`config.mk`:
```
export PLATFORM = sky130hd
export DESIGN_NAME = cl_axil_master_flat
export DESIGN_NICKNAME = d
export VERILOG_FILES = /design/src/rtl/cl_axil_pkg.sv /design/src/rtl/cl_axil_master_if.sv /design/src/rtl/cl_axil_wdog.sv /design/src/rtl/cl_axil_master.sv /design/src/flat_wrapper.sv
export SDC_FILE = /design/constraint.sdc
export NUM_CORES = 1
export LEC_CHECK = 0
export CAP_MARGIN = 20
export CORE_MARGIN = 4
export CORE_UTILIZATION = 41
export DETAILED_ROUTE_END_ITERATION = 10
export GPL_ROUTABILITY_DRIVEN = 0
export GPL_TIMING_DRIVEN = 0
export PLACE_DENSITY = 0.86
export SLEW_MARGIN = 20
export SYNTH_ARGS = -nofsm -noshare
export SYNTH_HDL_FRONTEND = slang
export SYNTH_SLANG_ARGS = --single-unit
```
`constraint.sdc`:
```
create_clock -name clk_main_a0 -period 2.1 [get_ports clk_main_a0]
set_input_delay 0.315 -clock clk_main_a0 [delete_from_list [all_inputs] [get_ports clk_main_a0]]
set_output_delay 0.315 -clock clk_main_a0 [all_outputs]
set_load 0.05 [all_outputs]
```
`src/rtl/cl_axil_pkg.sv`:
```
// Shared types and constants for the CL AXI4-Lite register master.
package cl_axil_pkg;

  localparam int unsigned AXIL_DATA_W     = 32;
  localparam int unsigned AXIL_STRB_W     = AXIL_DATA_W / 8;
  // Widest address the captured-command register can hold; ADDR_W must not exceed it.
  localparam int unsigned AXIL_ADDR_W_MAX = 64;

  localparam logic [1:0] RESP_OKAY   = 2'b00;
  localparam logic [1:0] RESP_SLVERR = 2'b10;

  typedef enum logic [2:0] {
    ST_IDLE,
    ST_WR_REQ,
    ST_WR_RESP,
    ST_RD_REQ,
    ST_RD_RESP,
    ST_RSP
  } axil_mst_state_t;

  typedef struct packed {
    logic                       rnw;
    logic [AXIL_ADDR_W_MAX-1:0] addr;
    logic [AXIL_DATA_W-1:0]     wdata;
    logic [AXIL_STRB_W-1:0]     wstrb;
  } axil_cmd_t;

  typedef struct packed {
    logic [AXIL_DATA_W-1:0] rdata;
    logic [1:0]             resp;
    logic                   timeout;
  } axil_rsp_t;

  // Response reported when the watchdog aborts a transaction.
  function automatic axil_rsp_t timeout_rsp();
    timeout_rsp = '{rdata: '0, resp: RESP_SLVERR, timeout: 1'b1};
  endfunction

  // Response register contents out of reset.
  function automatic axil_rsp_t idle_rsp();
    idle_rsp = '{rdata: '0, resp: RESP_OKAY, timeout: 1'b0};
  endfunction

endpackage

```
`src/rtl/cl_axil_master_if.sv`:
```
// Command/response stream plus AXI4-Lite master bus for cl_axil_master.
interface cl_axil_master_if #(
  parameter int unsigned ADDR_W = 32
) ();
  import cl_axil_pkg::*;

  logic                   cmd_valid;
  logic                   cmd_ready;
  logic                   cmd_rnw;
  logic [ADDR_W-1:0]      cmd_addr;
  logic [AXIL_DATA_W-1:0] cmd_wdata;
  logic [AXIL_STRB_W-1:0] cmd_wstrb;

  logic                   rsp_valid;
  logic                   rsp_ready;
  logic [AXIL_DATA_W-1:0] rsp_rdata;
  logic [1:0]             rsp_resp;
  logic                   rsp_timeout;

  logic                   m_awvalid;
  logic                   m_awready;
  logic [ADDR_W-1:0]      m_awaddr;
  logic                   m_wvalid;
  logic                   m_wready;
  logic [AXIL_DATA_W-1:0] m_wdata;
  logic [AXIL_STRB_W-1:0] m_wstrb;
  logic                   m_bvalid;
  logic                   m_bready;
  logic [1:0]             m_bresp;
  logic                   m_arvalid;
  logic                   m_arready;
  logic [ADDR_W-1:0]      m_araddr;
  logic                   m_rvalid;
  logic                   m_rready;
  logic [AXIL_DATA_W-1:0] m_rdata;
  logic [1:0]             m_rresp;

  modport master (
    input  cmd_valid, cmd_rnw, cmd_addr, cmd_wdata, cmd_wstrb, rsp_ready,
    output cmd_ready, rsp_valid, rsp_rdata, rsp_resp, rsp_timeout,
    output m_awvalid, m_awaddr, m_wvalid, m_wdata, m_wstrb, m_bready,
    output m_arvalid, m_araddr, m_rready,
    input  m_awready, m_wready, m_bvalid, m_bresp,
    input  m_arready, m_rvalid, m_rdata, m_rresp
  );

  modport slave (
    output cmd_valid, cmd_rnw, cmd_addr, cmd_wdata, cmd_wstrb, rsp_ready,
    input  cmd_ready, rsp_valid, rsp_rdata, rsp_resp, rsp_timeout,
    input  m_awvalid, m_awaddr, m_wvalid, m_wdata, m_wstrb, m_bready,
    input  m_arvalid, m_araddr, m_rready,
    output m_awready, m_wready, m_bvalid, m_bresp,
    output m_arready, m_rvalid, m_rdata, m_rresp
  );

endinterface

```
`src/rtl/cl_axil_wdog.sv`:
```
// Per-phase watchdog: counts cycles while enabled, flags the last allowed cycle.
module cl_axil_wdog #(
  parameter int unsigned TIMEOUT_CYCLES = 1024
) (
  input  logic clk_main_a0,
  input  logic rst_main_n,
  input  logic clr_i,
  input  logic en_i,
  output logic expire_c_o
);

  localparam int unsigned    CNT_W    = (TIMEOUT_CYCLES > 1) ? $clog2(TIMEOUT_CYCLES) : 1;
  localparam logic [CNT_W-1:0] CNT_LAST = CNT_W'(TIMEOUT_CYCLES - 1);
  localparam logic           WDOG_ON  = (TIMEOUT_CYCLES != 0);

  logic [CNT_W-1:0] cnt_q;

  // Cycle counter; clear has priority so a new phase always starts from zero.
  always_ff @(posedge clk_main_a0 or negedge rst_main_n) begin
    if (!rst_main_n) begin
      cnt_q <= '0;
    end else if (clr_i) begin
      cnt_q <= '0;
    end else if (en_i) begin
      cnt_q <= cnt_q + CNT_W'(1);
    end
  end

  // Expiry is combinational so the FSM can abort on the same edge.
  assign expire_c_o = WDOG_ON && en_i && (cnt_q == CNT_LAST);

endmodule

```
`src/rtl/cl_axil_master.sv`:
```
// Single-outstanding AXI4-Lite master driven by a command/response stream.
module cl_axil_master
  import cl_axil_pkg::*;
#(
  parameter int unsigned ADDR_W         = 32,
  parameter int unsigned TIMEOUT_CYCLES = 1024
) (
  input logic               clk_main_a0,
  input logic               rst_main_n,
  cl_axil_master_if.master  bus
);

  axil_mst_state_t state_q;
  axil_cmd_t       cmd_q;
  axil_rsp_t       rsp_q;
  logic            cmd_ready_q, rsp_valid_q;
  logic            awvalid_q, wvalid_q, bready_q, arvalid_q, rready_q;
  logic            aw_done_q, w_done_q;

  logic aw_hs_c, w_hs_c, b_hs_c, ar_hs_c, r_hs_c, wr_done_c;
  logic wait_c, leave_c, expire_c;
  logic unused_cmd_c;

  assign aw_hs_c   = awvalid_q & bus.m_awready;
  assign w_hs_c    = wvalid_q  & bus.m_wready;
  assign b_hs_c    = bready_q  & bus.m_bvalid;
  assign ar_hs_c   = arvalid_q & bus.m_arready;
  assign r_hs_c    = rready_q  & bus.m_rvalid;
  assign wr_done_c = (aw_done_q | aw_hs_c) & (w_done_q | w_hs_c);

  // Bits of the captured command that only serve as storage width headroom.
  assign unused_cmd_c = ^{cmd_q.rnw, cmd_q.addr};

  // Watchdog enable and the "phase ends this cycle" strobe that clears it.
  always_comb begin
    wait_c  = 1'b0;
    leave_c = 1'b0;
    unique case (state_q)
      ST_WR_REQ:  begin wait_c = 1'b1; leave_c = wr_done_c; end
      ST_WR_RESP: begin wait_c = 1'b1; leave_c = b_hs_c;    end
      ST_RD_REQ:  begin wait_c = 1'b1; leave_c = ar_hs_c;   end
      ST_RD_RESP: begin wait_c = 1'b1; leave_c = r_hs_c;    end
      default:    begin wait_c = 1'b0; leave_c = 1'b0;      end
    endcase
    leave_c = leave_c | expire_c;
  end

  cl_axil_wdog #(
    .TIMEOUT_CYCLES (TIMEOUT_CYCLES)
  ) u_wdog (
    .clk_main_a0 (clk_main_a0),
    .rst_main_n  (rst_main_n),
    .clr_i       (leave_c | ~wait_c),
    .en_i        (wait_c),
    .expire_c_o  (expire_c)
  );

  // Transaction FSM; every output is a register updated here.
  always_ff @(posedge clk_main_a0 or negedge rst_main_n) begin
    if (!rst_main_n) begin
      state_q     <= ST_IDLE;
      cmd_q       <= '0;
      rsp_q       <= idle_rsp();
      cmd_ready_q <= 1'b0;
      rsp_valid_q <= 1'b0;
      awvalid_q   <= 1'b0;
      wvalid_q    <= 1'b0;
      bready_q    <= 1'b0;
      arvalid_q   <= 1'b0;
      rready_q    <= 1'b0;
      aw_done_q   <= 1'b0;
      w_done_q    <= 1'b0;
    end else begin
      unique case (state_q)
        ST_IDLE: begin
          if (cmd_ready_q && bus.cmd_valid) begin
            cmd_ready_q <= 1'b0;
            cmd_q       <= '{rnw:   bus.cmd_rnw,
                             addr:  AXIL_ADDR_W_MAX'(bus.cmd_addr),
                             wdata: bus.cmd_wdata,
                             wstrb: bus.cmd_wstrb};
            if (bus.cmd_rnw) begin
              arvalid_q <= 1'b1;
              state_q   <= ST_RD_REQ;
            end else begin
              awvalid_q <= 1'b1;
              wvalid_q  <= 1'b1;
              aw_done_q <= 1'b0;
              w_done_q  <= 1'b0;
              state_q   <= ST_WR_REQ;
            end
          end else begin
            cmd_ready_q <= 1'b1;
          end
        end
        ST_WR_REQ: begin
          if (aw_hs_c) begin awvalid_q <= 1'b0; aw_done_q <= 1'b1; end
          if (w_hs_c)  begin wvalid_q  <= 1'b0; w_done_q  <= 1'b1; end
          if (wr_done_c) begin
            bready_q <= 1'b1;
            state_q  <= ST_WR_RESP;
          end else if (expire_c) begin
            awvalid_q   <= 1'b0;
            wvalid_q    <= 1'b0;
            rsp_q       <= timeout_rsp();
            rsp_valid_q <= 1'b1;
            state_q     <= ST_RSP;
          end
        end
        ST_WR_RESP: begin
          if (b_hs_c) begin
            bready_q    <= 1'b0;
            rsp_q       <= '{rdata: '0, resp: bus.m_bresp, timeout: 1'b0};
            rsp_valid_q <= 1'b1;
            state_q     <= ST_RSP;
          end else if (expire_c) begin
            bready_q    <= 1'b0;
            rsp_q       <= timeout_rsp();
            rsp_valid_q <= 1'b1;
            state_q     <= ST_RSP;
          end
        end
        ST_RD_REQ: begin
          if (ar_hs_c) begin
            arvalid_q <= 1'b0;
            rready_q  <= 1'b1;
            state_q   <= ST_RD_RESP;
          end else if (expire_c) begin
            arvalid_q   <= 1'b0;
            rsp_q       <= timeout_rsp();
            rsp_valid_q <= 1'b1;
            state_q     <= ST_RSP;
          end
        end
        ST_RD_RESP: begin
          if (r_hs_c) begin
            rready_q    <= 1'b0;
            rsp_q       <= '{rdata: bus.m_rdata, resp: bus.m_rresp, timeout: 1'b0};
            rsp_valid_q <= 1'b1;
            state_q     <= ST_RSP;
          end else if (expire_c) begin
            rready_q    <= 1'b0;
            rsp_q       <= timeout_rsp();
            rsp_valid_q <= 1'b1;
            state_q     <= ST_RSP;
          end
        end
        ST_RSP: begin
          if (bus.rsp_ready) begin
            rsp_valid_q <= 1'b0;
            cmd_ready_q <= 1'b1;
            state_q     <= ST_IDLE;
          end
        end
        default: state_q <= ST_IDLE;
      endcase
    end
  end

  assign bus.cmd_ready   = cmd_ready_q;
  assign bus.rsp_valid   = rsp_valid_q;
  assign bus.rsp_rdata   = rsp_q.rdata;
  assign bus.rsp_resp    = rsp_q.resp;
  assign bus.rsp_timeout = rsp_q.timeout;

  assign bus.m_awvalid = awvalid_q;
  assign bus.m_awaddr  = ADDR_W'(cmd_q.addr);
  assign bus.m_wvalid  = wvalid_q;
  assign bus.m_wdata   = cmd_q.wdata;
  assign bus.m_wstrb   = cmd_q.wstrb;
  assign bus.m_bready  = bready_q;
  assign bus.m_arvalid = arvalid_q;
  assign bus.m_araddr  = ADDR_W'(cmd_q.addr);
  assign bus.m_rready  = rready_q;

endmodule

```
`src/flat_wrapper.sv`:
```
// flat-port wrapper written by rule: the top's interface ports become plain ports
module cl_axil_master_flat import cl_axil_pkg::*;
#(
  parameter int unsigned ADDR_W         = 32,
  parameter int unsigned TIMEOUT_CYCLES = 1024
)
  (clk_main_a0, rst_main_n, bus_cmd_valid, bus_cmd_rnw, bus_cmd_addr, bus_cmd_wdata, bus_cmd_wstrb, bus_rsp_ready, bus_cmd_ready, bus_rsp_valid, bus_rsp_rdata, bus_rsp_resp, bus_rsp_timeout, bus_m_awvalid, bus_m_awaddr, bus_m_wvalid, bus_m_wdata, bus_m_wstrb, bus_m_bready, bus_m_arvalid, bus_m_araddr, bus_m_rready, bus_m_awready, bus_m_wready, bus_m_bvalid, bus_m_bresp, bus_m_arready, bus_m_rvalid, bus_m_rdata, bus_m_rresp);
  cl_axil_master_if #(.ADDR_W(ADDR_W)) bus_i ();
  input logic clk_main_a0;
  input logic rst_main_n;
  input wire logic [$bits(bus_i.cmd_valid)-1:0] bus_cmd_valid;
  input wire logic [$bits(bus_i.cmd_rnw)-1:0] bus_cmd_rnw;
  input wire logic [$bits(bus_i.cmd_addr)-1:0] bus_cmd_addr;
  input wire logic [$bits(bus_i.cmd_wdata)-1:0] bus_cmd_wdata;
  input wire logic [$bits(bus_i.cmd_wstrb)-1:0] bus_cmd_wstrb;
  input wire logic [$bits(bus_i.rsp_ready)-1:0] bus_rsp_ready;
  output wire logic [$bits(bus_i.cmd_ready)-1:0] bus_cmd_ready;
  output wire logic [$bits(bus_i.rsp_valid)-1:0] bus_rsp_valid;
  output wire logic [$bits(bus_i.rsp_rdata)-1:0] bus_rsp_rdata;
  output wire logic [$bits(bus_i.rsp_resp)-1:0] bus_rsp_resp;
  output wire logic [$bits(bus_i.rsp_timeout)-1:0] bus_rsp_timeout;
  output wire logic [$bits(bus_i.m_awvalid)-1:0] bus_m_awvalid;
  output wire logic [$bits(bus_i.m_awaddr)-1:0] bus_m_awaddr;
  output wire logic [$bits(bus_i.m_wvalid)-1:0] bus_m_wvalid;
  output wire logic [$bits(bus_i.m_wdata)-1:0] bus_m_wdata;
  output wire logic [$bits(bus_i.m_wstrb)-1:0] bus_m_wstrb;
  output wire logic [$bits(bus_i.m_bready)-1:0] bus_m_bready;
  output wire logic [$bits(bus_i.m_arvalid)-1:0] bus_m_arvalid;
  output wire logic [$bits(bus_i.m_araddr)-1:0] bus_m_araddr;
  output wire logic [$bits(bus_i.m_rready)-1:0] bus_m_rready;
  input wire logic [$bits(bus_i.m_awready)-1:0] bus_m_awready;
  input wire logic [$bits(bus_i.m_wready)-1:0] bus_m_wready;
  input wire logic [$bits(bus_i.m_bvalid)-1:0] bus_m_bvalid;
  input wire logic [$bits(bus_i.m_bresp)-1:0] bus_m_bresp;
  input wire logic [$bits(bus_i.m_arready)-1:0] bus_m_arready;
  input wire logic [$bits(bus_i.m_rvalid)-1:0] bus_m_rvalid;
  input wire logic [$bits(bus_i.m_rdata)-1:0] bus_m_rdata;
  input wire logic [$bits(bus_i.m_rresp)-1:0] bus_m_rresp;
  assign bus_i.cmd_valid = bus_cmd_valid;
  assign bus_i.cmd_rnw = bus_cmd_rnw;
  assign bus_i.cmd_addr = bus_cmd_addr;
  assign bus_i.cmd_wdata = bus_cmd_wdata;
  assign bus_i.cmd_wstrb = bus_cmd_wstrb;
  assign bus_i.rsp_ready = bus_rsp_ready;
  assign bus_cmd_ready = bus_i.cmd_ready;
  assign bus_rsp_valid = bus_i.rsp_valid;
  assign bus_rsp_rdata = bus_i.rsp_rdata;
  assign bus_rsp_resp = bus_i.rsp_resp;
  assign bus_rsp_timeout = bus_i.rsp_timeout;
  assign bus_m_awvalid = bus_i.m_awvalid;
  assign bus_m_awaddr = bus_i.m_awaddr;
  assign bus_m_wvalid = bus_i.m_wvalid;
  assign bus_m_wdata = bus_i.m_wdata;
  assign bus_m_wstrb = bus_i.m_wstrb;
  assign bus_m_bready = bus_i.m_bready;
  assign bus_m_arvalid = bus_i.m_arvalid;
  assign bus_m_araddr = bus_i.m_araddr;
  assign bus_m_rready = bus_i.m_rready;
  assign bus_i.m_awready = bus_m_awready;
  assign bus_i.m_wready = bus_m_wready;
  assign bus_i.m_bvalid = bus_m_bvalid;
  assign bus_i.m_bresp = bus_m_bresp;
  assign bus_i.m_arready = bus_m_arready;
  assign bus_i.m_rvalid = bus_m_rvalid;
  assign bus_i.m_rdata = bus_m_rdata;
  assign bus_i.m_rresp = bus_m_rresp;
  cl_axil_master #(.ADDR_W(ADDR_W), .TIMEOUT_CYCLES(TIMEOUT_CYCLES)) u_core (.clk_main_a0(clk_main_a0), .rst_main_n(rst_main_n), .bus(bus_i));
endmodule
```
==> metrics.md <==
| Metric | Value |
|---|---|
| Max VDD drop | about 1300 uV |
| Growth of design area from synthesis to finish | 65.02% |
| Setup slack after layout | ~0.052 ns |
| Post-synthesis instance area | ~5300 um^2 |
| Global-route wire length before repair | 25.32 mm |
| Most frequent standard cell in the layout excluding fill and tap cells | sky130_fd_sc_hd__clkdlybuf4s50_1 |
| Via count | approximately 4300 |
| Leading cell types in the layout, fill and taps excluded | sky130_fd_sc_hd__clkdlybuf4s50_1, sky130_fd_sc_hd__dfrtp_1, sky130_fd_sc_hd__mux2_2 |
| Floorplan die height | around 120 um |
| Capturing element type of the critical path | output pin |
| HPWL after DPL | between 10 and 15 mm |
| Async set or reset register ratio after synthesis | 100.0% |
| Pin slew with the least headroom to its limit | 0.5709 ns |
| Clock-pin transition on the worst setup and hold timing paths | approximately 0.060 ns |
| RSZ-0062 raised after global routing | true |
| Number of port buffers | between 200 and 300 |
| Number of fillers in the final layout | 900 |
| Number of sinks driven by the clock tree | roughly 130 |
| Run status | finished, final reports clean |
| Crit path kind | reg -> out |
| Overall die width | ~120 um |
| Initial detailed-routing violation count | approximately 290 |
| Initial Utilization | 42.04% |
| H-tree level count | 4 |
| Maximum buffer depth of the clock tree | 2 |
| Cell types occupying the most area after synthesis | sky130_fd_sc_hd__dfrtp_1, sky130_fd_sc_hd__mux2_2, sky130_fd_sc_hd__a22o_1 |
| Clock network latency to the later pin of the worst-skew pair | 0.42 ns |
| Post-route clock skew | between 0.01 and 0.015 ns |
| Syn avg cell area | 13.57 um^2 |
| Vias in the first global route | ~4700 |
| Setup crit start kind | flip-flop |
| First drt pass iteration count | 4 |
| Cell count of the worst reg-to-reg path | 6 |
| Top Ports | about 260 |
| Clock tree root driver cell | sky130_fd_sc_hd__clkbuf_16 |
| Final cycle utilization of the critical path | a little over nine tenths |
| Placeable core area | ~13000 um^2 |
| Crit Reg-Reg Startpoint | u_core.u_wdog.cnt_q[0] |
| Number of enable-type register cells in the synthesized netlist | 0 |
| Final number of max-transition violations | 0 |
| Largest net degree at the start of global routing | 67 |
| Worst-case register-to-register setup slack | ~0.1 ns |
| Cell count after synthesis | just under 400 |
| Final net count | 782 |
| Count of unresolved DRC violations after routing | 0 |
| Portion of synthesized cell area occupied by the leading cell type | around three fifths |
| Aggregate global routing overflow | 0 |
| Mean routed wirelength per cell | 18.95 um |
| Vias/cell | 5.069 |
| Net count after synthesis | 506 |
| Setup slack after placement | ~0.019 ns |
| Yosys warnings | 0 |
| Post-synth cell types | 52 |
| Initial antenna violation count | 2 |
| Peak Freq | 488.3 MHz |
| Worst path arrival time | 1.73 ns |
| Number of buffers inserted during clock tree synthesis | 17 |
| Reg-to-reg endpoint | u_core.state_q[0] |
| Total wirelength of the detailed-routed design | approximately 16 mm |
| CTS tree | built |
| Largest area contributor in the synthesized netlist | sky130_fd_sc_hd__dfrtp_1 |
| Synth Flop Type | sky130_fd_sc_hd__dfrtp_1 |
| Final count of negative-setup-slack endpoints | 0 |
| Number of nets still failing antenna checks after routing | 0 |
| Hold Violations, Final | 0 |
| #FFs+latches synth | between 100 and 150 |
| Worst hold-check path type | in -> async |
| Final critical-path required period | between 2 and 2.5 ns |
| Leakage | between 3 and 4 nW |
| Critical Path RT | 1.78 ns |
| Power density over the cells | ~2100 nW/um^2 |
| Standard-cell row count | between 40 and 50 |
| Worst hold slack | approximately 0.44 ns |
| Sequential element share of the synthesized area | between 50% and 60% |
| Count of maximum capacitance violations | 0 |
| Area of the die | roughly 15000 um^2 |
| Normalized max-slew margin | 61.82% |
| Total Routing Usage GR | 22.15% |
| Fraction of final layout cells sized beyond drive strength 1 | around 24% |
| Largest fanout on the critical path | 3 |
through the flow:
stage / util [%] / std cells / power (mW) / TNS [ns] / cell area, um^2
6_report: 69.37 / 854 / 17.96 / 0 / 8755
5_1_grt: 69.37 / 854 / 18.71 / -0.003953 / 8755
4_1_cts: 69.29 / 852 / 18.08 / 0 / 8745
3_5_place_dp: 64.20 / 819 / 14.88 / 0 / 8102
3_3_place_gp: 63.97 / 818 / 14.65 / -494.53 / 8073
2_1_floorplan: - / 391 / 11.25 / 0 / 5305
logic make-up after synthesis:
kind of cell | after synthesis | synth area share, %
and+or+nand+nor | 57 | 6.415
AOI/OAI and AO/OA | 76 | 11.84
buffers and inverters | 56 | 6.792
DFF | 125 | 58.96
xor gates and xnor gates | 8 | 1.321
muxes | 68 | 14.43
adders and majority gates | 1 | 0.2358
routing by layer:
metal | GRT usage [%] | routed length, um | up-vias
met5 | 0 | 0 | -
met4 | 10.01 | 442 | 0
met3 | 7.149 | 1295 | 29
met2 | 36.02 | 8073 | 211
met1 | 26.97 | 6374 | 2127
li1 | - | - | 1962
synth_stat cells (3+ instances only):
master,instances
sky130_fd_sc_hd__o21ai_0,5
sky130_fd_sc_hd__a21oi_1,9
sky130_fd_sc_hd__a211oi_1,3
sky130_fd_sc_hd__dfrtp_1,125
sky130_fd_sc_hd__xor2_1,6
sky130_fd_sc_hd__nand3b_1,3
sky130_fd_sc_hd__a32o_1,3
sky130_fd_sc_hd__nor3_1,6
sky130_fd_sc_hd__nand2b_1,3
sky130_fd_sc_hd__a22o_1,31
sky130_fd_sc_hd__buf_2,18
sky130_fd_sc_hd__nand3_1,6
sky130_fd_sc_hd__inv_1,3
sky130_fd_sc_hd__mux2_2,68
sky130_fd_sc_hd__a31oi_1,3
sky130_fd_sc_hd__nor3b_1,3
sky130_fd_sc_hd__nand2_1,7
sky130_fd_sc_hd__buf_4,32
sky130_fd_sc_hd__and4_1,3
sky130_fd_sc_hd__nor2_1,9
sky130_fd_sc_hd__nor2b_1,4
registers in the layout (all words and copies together) (netlist names):
register,cells
u_core.aw_done_q,1
u_core.bus.cmd_ready,1
u_core.bus.m_araddr,32
u_core.bus.m_arvalid,1
u_core.bus.m_awvalid,1
u_core.bus.m_bready,1
u_core.bus.m_rready,1
u_core.bus.m_wdata,32
u_core.bus.m_wstrb,4
u_core.bus.m_wvalid,1
u_core.bus.rsp_rdata,32
u_core.bus.rsp_resp,2
u_core.bus.rsp_timeout,1
u_core.bus.rsp_valid,1
u_core.state_q,3
u_core.u_wdog.cnt_q,10
u_core.w_done_q,1
how the worst max path moves through the flow:
stage,from,to,slack [ns],cells after the start
floorplan,u_core.u_wdog.cnt_q[0],u_core.state_q[0],0.24,6
global placement,rst_main_n,u_core.bus.m_araddr[29],-3.96,1
detailed placement,bus_cmd_valid,u_core.bus.m_araddr[17],0.02,6
CTS,u_core.bus.m_araddr[19],bus_m_awaddr[19],0.01,2
global route,u_core.u_wdog.cnt_q[0],u_core.bus.rsp_rdata[22],-0.004,7
finish,u_core.bus.m_araddr[23],bus_m_awaddr[23],0.05,2
where the power goes:
part / switching (mW) / internal, mW / total (mW) / leakage, nW
Combinational: 6.58 / 3.97 / 10.5 / 1.89
Sequential: 0.785 / 3.52 / 4.30 / 1.55
Clock: 1.10 / 2.01 / 3.11 / 0.294
Total: 8.46 / 9.51 / 18.0 / 3.74
repair_timing:
item | CTS | global route
setup buffers | 0 | 0
setup endpoints to repair | 0 | 5
resized for setup | 0 | 2
hold endpoints to repair | 59 | 0
hold buffers | 1 | 0
final cells by class:
cell class	count	area, um^2	share of cell area (%)
clock inverters	14	193.9	2.215
multi-input cells	210	1817	20.75
repair buffers	257	2594	29.63
well taps	172	215.2	2.458
plain buffers	53	351.6	4.016
inverters	3	11.26	0.1286
flip-flops and latches	125	3128	35.73
clock buffers	18	439.2	5.016
diodes	2	5.005	0.05717
worst max-delay path, cell delays in order (launching register included):
cell and delay [ns]:
sky130_fd_sc_hd__dfrtp_1 0.40, sky130_fd_sc_hd__buf_4 0.13, sky130_fd_sc_hd__clkdlybuf4s50_1 0.79
(Power assumes the default switching activity.)
